`src/rtl/timestamp_capture_if.sv`:
```
// Read-side stream of timestamp_capture: one {ts, seq} record per valid/ready beat.
// master = capture block (producer), slave = software/DMA consumer.
interface timestamp_capture_if #(
    parameter int SEQ_W = 8
);
    logic             out_valid;
    logic             out_ready;
    logic [63:0]      out_ts;
    logic [SEQ_W-1:0] out_seq;

    modport master (
        output out_valid,
        output out_ts,
        output out_seq,
        input  out_ready
    );

    modport slave (
        input  out_valid,
        input  out_ts,
        input  out_seq,
        output out_ready
    );
endinterface

```
`src/rtl/timestamp_capture.sv`:
```
// Captures the 64-bit counter on each rising edge of evt into a sequence-tagged FIFO.
// Optional macro TS_SYNC_EN adds a 2-flop evt synchronizer with a -2 timestamp correction.
module timestamp_capture #(
    parameter int DEPTH  = 8,
    parameter int SEQ_W  = 8,
    parameter int DROP_W = 16
) (
    input  logic                   clk,
    input  logic                   rst,
    input  logic [63:0]            count,
    input  logic                   evt,
    timestamp_capture_if.master    rd,
    output logic [$clog2(DEPTH):0] level,
    output logic                   overflow,
    output logic [DROP_W-1:0]      drop_cnt,
    input  logic                   clr_ovf
);
    localparam int AW = $clog2(DEPTH);
    localparam int PW = AW + 1;
    localparam logic [DROP_W-1:0] DROP_MAX = {DROP_W{1'b1}};

    logic        evt_src;
    logic [63:0] ts_in;

`ifdef TS_SYNC_EN
    logic sync1_q, sync1_d;
    logic sync2_q, sync2_d;

    // Synchronizer stages are plain shifts of the raw event
    always_comb begin
        sync1_d = evt;
        sync2_d = sync1_q;
    end

    // Synchronizer flops reset high so an event held through reset is not an edge
    always_ff @(posedge clk) begin
        if (rst) begin
            sync1_q <= 1'b1;
            sync2_q <= 1'b1;
        end else begin
            sync1_q <= sync1_d;
            sync2_q <= sync2_d;
        end
    end

    assign evt_src = sync2_q;
    // The edge reaches the detector two cycles after it was first sampled
    assign ts_in   = count - 64'd2;
`else
    assign evt_src = evt;
    assign ts_in   = count;
`endif

    logic              evt_q, evt_d;
    logic [PW-1:0]     wr_ptr_q, wr_ptr_d;
    logic [PW-1:0]     rd_ptr_q, rd_ptr_d;
    logic [PW-1:0]     level_q, level_d;
    logic [SEQ_W-1:0]  seq_q, seq_d;
    logic              out_valid_q, out_valid_d;
    logic              overflow_q, overflow_d;
    logic [DROP_W-1:0] drop_cnt_q, drop_cnt_d;

    logic [63:0]       ts_mem_q  [DEPTH];
    logic [SEQ_W-1:0]  seq_mem_q [DEPTH];

    logic              rise;
    logic              full;
    logic              pop;
    logic              push;
    logic              drop;
    logic [AW-1:0]     wr_idx;
    logic [AW-1:0]     rd_idx;

    assign wr_idx = wr_ptr_q[AW-1:0];
    assign rd_idx = rd_ptr_q[AW-1:0];

    // Edge detect, push/pop/drop decisions and next state of all control flops
    always_comb begin
        evt_d = evt_src;
        rise  = evt_src & ~evt_q;
        full  = (wr_ptr_q[AW] != rd_ptr_q[AW]) && (wr_ptr_q[AW-1:0] == rd_ptr_q[AW-1:0]);
        pop   = out_valid_q & rd.out_ready;
        // A full FIFO still accepts a record when the head leaves in the same cycle
        push  = rise & (~full | pop);
        drop  = rise & full & ~pop;

        if (push) begin
            wr_ptr_d = wr_ptr_q + PW'(1'b1);
        end else begin
            wr_ptr_d = wr_ptr_q;
        end

        if (pop) begin
            rd_ptr_d = rd_ptr_q + PW'(1'b1);
        end else begin
            rd_ptr_d = rd_ptr_q;
        end

        out_valid_d = (wr_ptr_d != rd_ptr_d);

        case ({push, pop})
            2'b10:   level_d = level_q + PW'(1'b1);
            2'b01:   level_d = level_q - PW'(1'b1);
            default: level_d = level_q;
        endcase

        // Dropped edges still consume a sequence number so the consumer sees the gap
        if (rise) begin
            seq_d = seq_q + SEQ_W'(1'b1);
        end else begin
            seq_d = seq_q;
        end

        // A drop outranks a simultaneous clear: the new loss must stay visible
        if (drop) begin
            overflow_d = 1'b1;
            if (clr_ovf) begin
                drop_cnt_d = DROP_W'(1'b1);
            end else if (drop_cnt_q == DROP_MAX) begin
                drop_cnt_d = drop_cnt_q;
            end else begin
                drop_cnt_d = drop_cnt_q + DROP_W'(1'b1);
            end
        end else if (clr_ovf) begin
            overflow_d = 1'b0;
            drop_cnt_d = {DROP_W{1'b0}};
        end else begin
            overflow_d = overflow_q;
            drop_cnt_d = drop_cnt_q;
        end
    end

    // Control state register with synchronous reset
    always_ff @(posedge clk) begin
        if (rst) begin
            evt_q       <= 1'b1;
            wr_ptr_q    <= {PW{1'b0}};
            rd_ptr_q    <= {PW{1'b0}};
            level_q     <= {PW{1'b0}};
            seq_q       <= {SEQ_W{1'b0}};
            out_valid_q <= 1'b0;
            overflow_q  <= 1'b0;
            drop_cnt_q  <= {DROP_W{1'b0}};
        end else begin
            evt_q       <= evt_d;
            wr_ptr_q    <= wr_ptr_d;
            rd_ptr_q    <= rd_ptr_d;
            level_q     <= level_d;
            seq_q       <= seq_d;
            out_valid_q <= out_valid_d;
            overflow_q  <= overflow_d;
            drop_cnt_q  <= drop_cnt_d;
        end
    end

    // Record storage; contents are meaningless outside the pointer window, so no reset
    always_ff @(posedge clk) begin
        if (push) begin
            ts_mem_q[wr_idx]  <= ts_in;
            seq_mem_q[wr_idx] <= seq_q;
        end
    end

    assign rd.out_valid = out_valid_q;
    assign rd.out_ts    = ts_mem_q[rd_idx];
    assign rd.out_seq   = seq_mem_q[rd_idx];
    assign level        = level_q;
    assign overflow     = overflow_q;
    assign drop_cnt     = drop_cnt_q;

endmodule

```
`src/flat_wrapper.sv`:
```
// flat-port wrapper written by rule: the top's interface ports become plain ports
module timestamp_capture_flat 
#(
    parameter int DEPTH  = 8,
    parameter int SEQ_W  = 8,
    parameter int DROP_W = 16
)
  (clk, rst, count, evt, level, overflow, drop_cnt, clr_ovf, rd_out_valid, rd_out_ts, rd_out_seq, rd_out_ready);
  timestamp_capture_if #(.SEQ_W(SEQ_W)) rd_i ();
  input  logic clk;
  input  logic rst;
  input  logic [63:0] count;
  input  logic evt;
  output logic [$clog2(DEPTH):0] level;
  output logic overflow;
  output logic [DROP_W-1:0] drop_cnt;
  input  logic clr_ovf;
  output wire logic [$bits(rd_i.out_valid)-1:0] rd_out_valid;
  output wire logic [$bits(rd_i.out_ts)-1:0] rd_out_ts;
  output wire logic [$bits(rd_i.out_seq)-1:0] rd_out_seq;
  input wire logic [$bits(rd_i.out_ready)-1:0] rd_out_ready;
  assign rd_out_valid = rd_i.out_valid;
  assign rd_out_ts = rd_i.out_ts;
  assign rd_out_seq = rd_i.out_seq;
  assign rd_i.out_ready = rd_out_ready;
  timestamp_capture #(.DEPTH(DEPTH), .SEQ_W(SEQ_W), .DROP_W(DROP_W)) u_core (.clk(clk), .rst(rst), .count(count), .evt(evt), .rd(rd_i), .level(level), .overflow(overflow), .drop_cnt(drop_cnt), .clr_ovf(clr_ovf));
endmodule
```
`config.mk`:
```
export PLATFORM = sky130hd
export DESIGN_NAME = timestamp_capture_flat
export DESIGN_NICKNAME = d
export VERILOG_FILES = /design/src/rtl/timestamp_capture_if.sv /design/src/rtl/timestamp_capture.sv /design/src/flat_wrapper.sv
export SDC_FILE = /design/constraint.sdc
export NUM_CORES = 1
export LEC_CHECK = 0
export ABC_AREA = 1
export BUFFER_PORTS_ARGS = -buffer_cell sky130_fd_sc_hd__buf_2
export CAP_MARGIN = 5
export CORE_MARGIN = 2
export CORE_UTILIZATION = 45
export CTS_CLUSTER_SIZE = 24
export DETAILED_ROUTE_END_ITERATION = 10
export PLACE_DENSITY = 0.61
export SYNTH_ARGS = -nofsm -noshare
export SYNTH_HDL_FRONTEND = slang
export SYNTH_SLANG_ARGS = --single-unit
```
`constraint.sdc`:
```
create_clock -name clk -period 4.6 [get_ports clk]
set_clock_uncertainty 0.1 [all_clocks]
set_input_delay 0.23 -clock clk [delete_from_list [all_inputs] [get_ports clk]]
set_output_delay 0.23 -clock clk [all_outputs]
set_load 0.05 [all_outputs]
```
==> summary.md <==
| Metric | Value |
|---|---|
| Outcome | finished, final reports clean |
| WP data required | ~4.3 ns |
| Synth Area in Simple Gates | a little under an eighth |
| Synth Area in Compound Gates | approximately 11% |
| Slew at the pin closest to its max-slew limit | ~1.1 ns |
| HPWL after detailed placement | between 20 and 30 mm |
| Total I/O pin count | roughly 160 |
| Quantity of I/O buffers inserted on ports | about 160 |
| Total via count in the routed design | 15,800 |
| Switch Pwr | ~2.7 mW |
| Number of cells produced by synthesis | 1,964 |
| Portion of the post-synthesis area used by sequential elements | around three quarters |
| Setup repair after global routing missed its margin | false |
| Fin nets | 2,241 |
| Area of the core region | ~54,000 µm² |
| Ratio of cells with drive above 1 in the final layout | between 10% and 20% |
| Clk Latency, worst-skew pair | 0.62 ns |
| Width of the die | around 240 µm |
| Largest stage delay on the critical path | ~0.8 ns |
| Pint | 9.04 mW |
| Path type of the worst min-delay path | in -> reg |
| Aggregate global-route resource usage | between 20 and 25% |
| Sw Share | 23.0% |
| VDD IR-drop max | 260 µV |
| Global-route wire length before repair | 87.9 mm |
| Count of routing violations after the opening detailed-route iteration | approximately 1,200 |
| Share of synthesized area spent on multiplexers | 0.0412% |
| Final-report setup violation count | 0 |
| Xor-xnor portion of the synthesized cell area | less than 1% |
| Combinational family with the most area after synthesis | simple AND/OR/NAND/NOR gates |
| Number of enable-type register cells in the synthesized netlist | approximately 580 |
| First-pass detailed-route iteration total | 7 |
| Final hold slack | between 0.15 and 0.2 ns |
| Hold Fails Final Rpt | 0 |
| Number of synthesized register bits | around 620 |
| Fin Setup TNS | 0 ns |
| Post-cts gate resize count | 0 |
| Pin count of the biggest net entering global routing | between 100 and 150 |
| Std cell rows | 85 |
| Arrival time of data at the critical path endpoint | approximately 3.7 ns |
| Adder-cell share of the synthesized area | less than 1% |
| DRC | 0 |
| Total global routing overflow | 0 |
| Final routed wire length divided by cell count | between 15 and 20 µm |
| Total of warnings raised by yosys | 0 |
| Portion of total power attributed to combinational logic | roughly 7.3% |
| Buffer levels on the longest clock path | 3 |
| Sum of buffers and inverters on the critical path | 3 |
| Number of distinct library cell variants in the gate-level netlist after synthesis | 38 |
| Worst relative slew slack | approximately 28% |
| Max-Cap Viols | 0 |
| Die height | approximately 240 µm |
| Number of routed nets with antenna violations | 0 |
| Slew Limit Fails | 0 |
| Cell Pwr Density | around 410 nW/µm² |
| Die Area | roughly 56,000 µm² |
| Area growth from synthesis to layout | 16.9% |
| Antenna violations before repair | 7 |
| Post-CTS setup-driven buffer insertion count | 0 |
| Post-Syn Nets | roughly 2,000 |
| Total clock sinks | between 600 and 700 |
| Critical Path Sink Type | output pin |
| Number of global-route vias before repair | 15,400 |
| Part of the power in the clock network | 40.2% |
| Number of buffers inserted during clock tree synthesis | between 60 and 70 |
| Clock period minus final worst setup slack | about 4.0 ns |
| Crit-path cells | inv_8, buf_4, o21ai_0, o22ai_1, nor2_1, a31oi_1, buf_2 |
| Critical path startpoint category | register |
| Top cell family by delay on the critical path | buffers and inverters |
| Initial core utilization | between 40% and 50% |
| Vias/cell | about 5.4 |
| Peak clock frequency supported by timing | ~250 MHz |
| Leak | about 9.8 nW |
| Leading register cell type out of synthesis | edfxtp_1 |
| Mean Syn Cell Area | around 12 µm² |
| Clock input transition at the sequential cells of the worst setup and hold paths | 0.06 ns |
| Final period util | 87.4% |
| FFs w/ async S/R, synth | 0% |
| H-tree levels | 2 |
| Routability congestion estimate from global placement | between 0.7 and 0.8 |
| Final core utilization | between 50% and 60% |
| Cell with the largest stage delay on the worst path | buf_4 |
| Clock tree from TritonCTS | done |
| Reg power frac | between 50 and 60% |
| Total detailed-routing wirelength | 56.6 mm |
| Critical path peak fanout | between 100 and 150 |
| Critical path class | reg -> out |
| Root Buffer | clkbuf_16 |
| Post-synthesis instance area | approximately 24,000 µm² |
-- state kept, by name, summed over array words and instances (netlist names) --
register             cells
u_core.overflow          1
u_core.seq_q             8
u_core.rd_ptr_q          4
u_core.seq_mem_q        64
u_core.wr_ptr_q          4
u_core.ts_mem_q        512
u_core.level             4
u_core.drop_cnt         16
u_core.evt_q             1
u_core.rd.out_valid      1
-- cells by family (layout without fill, tap and decap cells) --
group / count (synthesis) / after routing
simple gates: 684 / 684
flops: 615 / 615
compound gates: 479 / 479
buf+inv: 169 / 418
xor+xnor: 9 / 9
fa+ha+maj: 7 / 7
mux: 1 / 1
other cells: 0 / 4
-- worst paths after layout --
kind | startpoint | end | slack, ns | cells after the start
worst max register to register | u_core.rd_ptr_q[0] | u_core.ts_mem_q[6][1] | 1.10 | 8
worst min register to register | u_core.overflow | u_core.overflow | 0.38 | 2
worst max-delay path | u_core.rd_ptr_q[0] | rd_out_ts[0] | 0.58 | 7
worst min-delay path | rd_out_ready | u_core.rd_ptr_q[0] | 0.18 | 5
-- cells in the mapped netlist, types with 8 or more instances --
master    number  area share [%]
inv_1         47            0.73
nor3_1         9            0.19
nor2_1       537             8.3
nand2_2        9            0.23
edfxtp_1     576              71
dfxtp_1       39             3.2
buf_1          8            0.12
nand3_1       25            0.51
a21oi_1       13            0.27
nand2_1       77             1.2
clkbuf_1      69             1.1
buf_2         36            0.74
o22ai_1       72             1.9
o21ai_0      302             6.2
nand4_1        9            0.23
a31oi_1       73             1.9
-- tightest hold or removal path, stage by stage --
cell	delay (ns)
buf_2	0.07
nand2_1	0.20
nand2_1	0.12
nand2_1	0.12
nor2_1	0.11
-- area by class of cell --
cell class	instances	area, µm²
Multi-Input combinational cell	1180	5600
Timing Repair Buffer	255	1750
Tap cell	696	871
Inverter	52	209
Clock inverter	28	201
Clock buffer	83	1700
Sequential cell	615	18100
Fill cell	4569	25200
Antenna cell	4	10.0
-- metrics by stage --
stage               worst slack (ns)  instances  area [µm²]  power, mW
finish                         0.579       2913       28400       11.7
floorplan                     -0.349       1964       24300       6.83
global route                   0.279       2912       28400       12.1
detailed placement              1.11       2731       25800       7.09
CTS                            0.573       2909       28400       11.8
global placement                1.17       2731       25800       7.08
-- power groups by stage --
stage          Clock, mW  Combinational (mW)  Sequential, mW
2_1_floorplan          0               0.542            6.29
3_3_place_gp           0               0.803            6.28
3_5_place_dp           0               0.812            6.28
4_1_cts             4.82               0.862            6.16
5_1_grt             5.03               0.927            6.16
6_report            4.72               0.856            6.16
-- layer usage --
metal | vias up | GRT usage [%] | wire length [µm]
met5 | - | 0 | 26
met4 | 6 | 4.53 | 925
met3 | 78 | 4.01 | 2970
met2 | 376 | 33.4 | 27100
met1 | 7817 | 27.2 | 25500
li1 | 7490 | - | -
-- cells in the final DEF, fill, tap and decap left out, types with 12 or more instances in the layout --
cell type	Yosys	routed
inv_1	47	46
nand2_1	77	77
buf_2	36	162
o22ai_1	72	72
buf_4	3	20
clkinv_1	0	12
clkbuf_16	0	62
dlygate4sd3_1	0	67
nor2_1	537	530
a31oi_1	73	73
a21oi_1	13	13
clkbuf_1	69	14
nand3_1	25	25
dfxtp_1	39	37
edfxtp_1	576	576
o21ai_0	302	302
-- timing repair --
item | 4_1_cts | 5_1_grt
hold endpoints to repair | 524 | 0
endpoints found under the setup margin | 0 | 0
hold buffers | 67 | 0
Power figures use the tool's default switching activity.
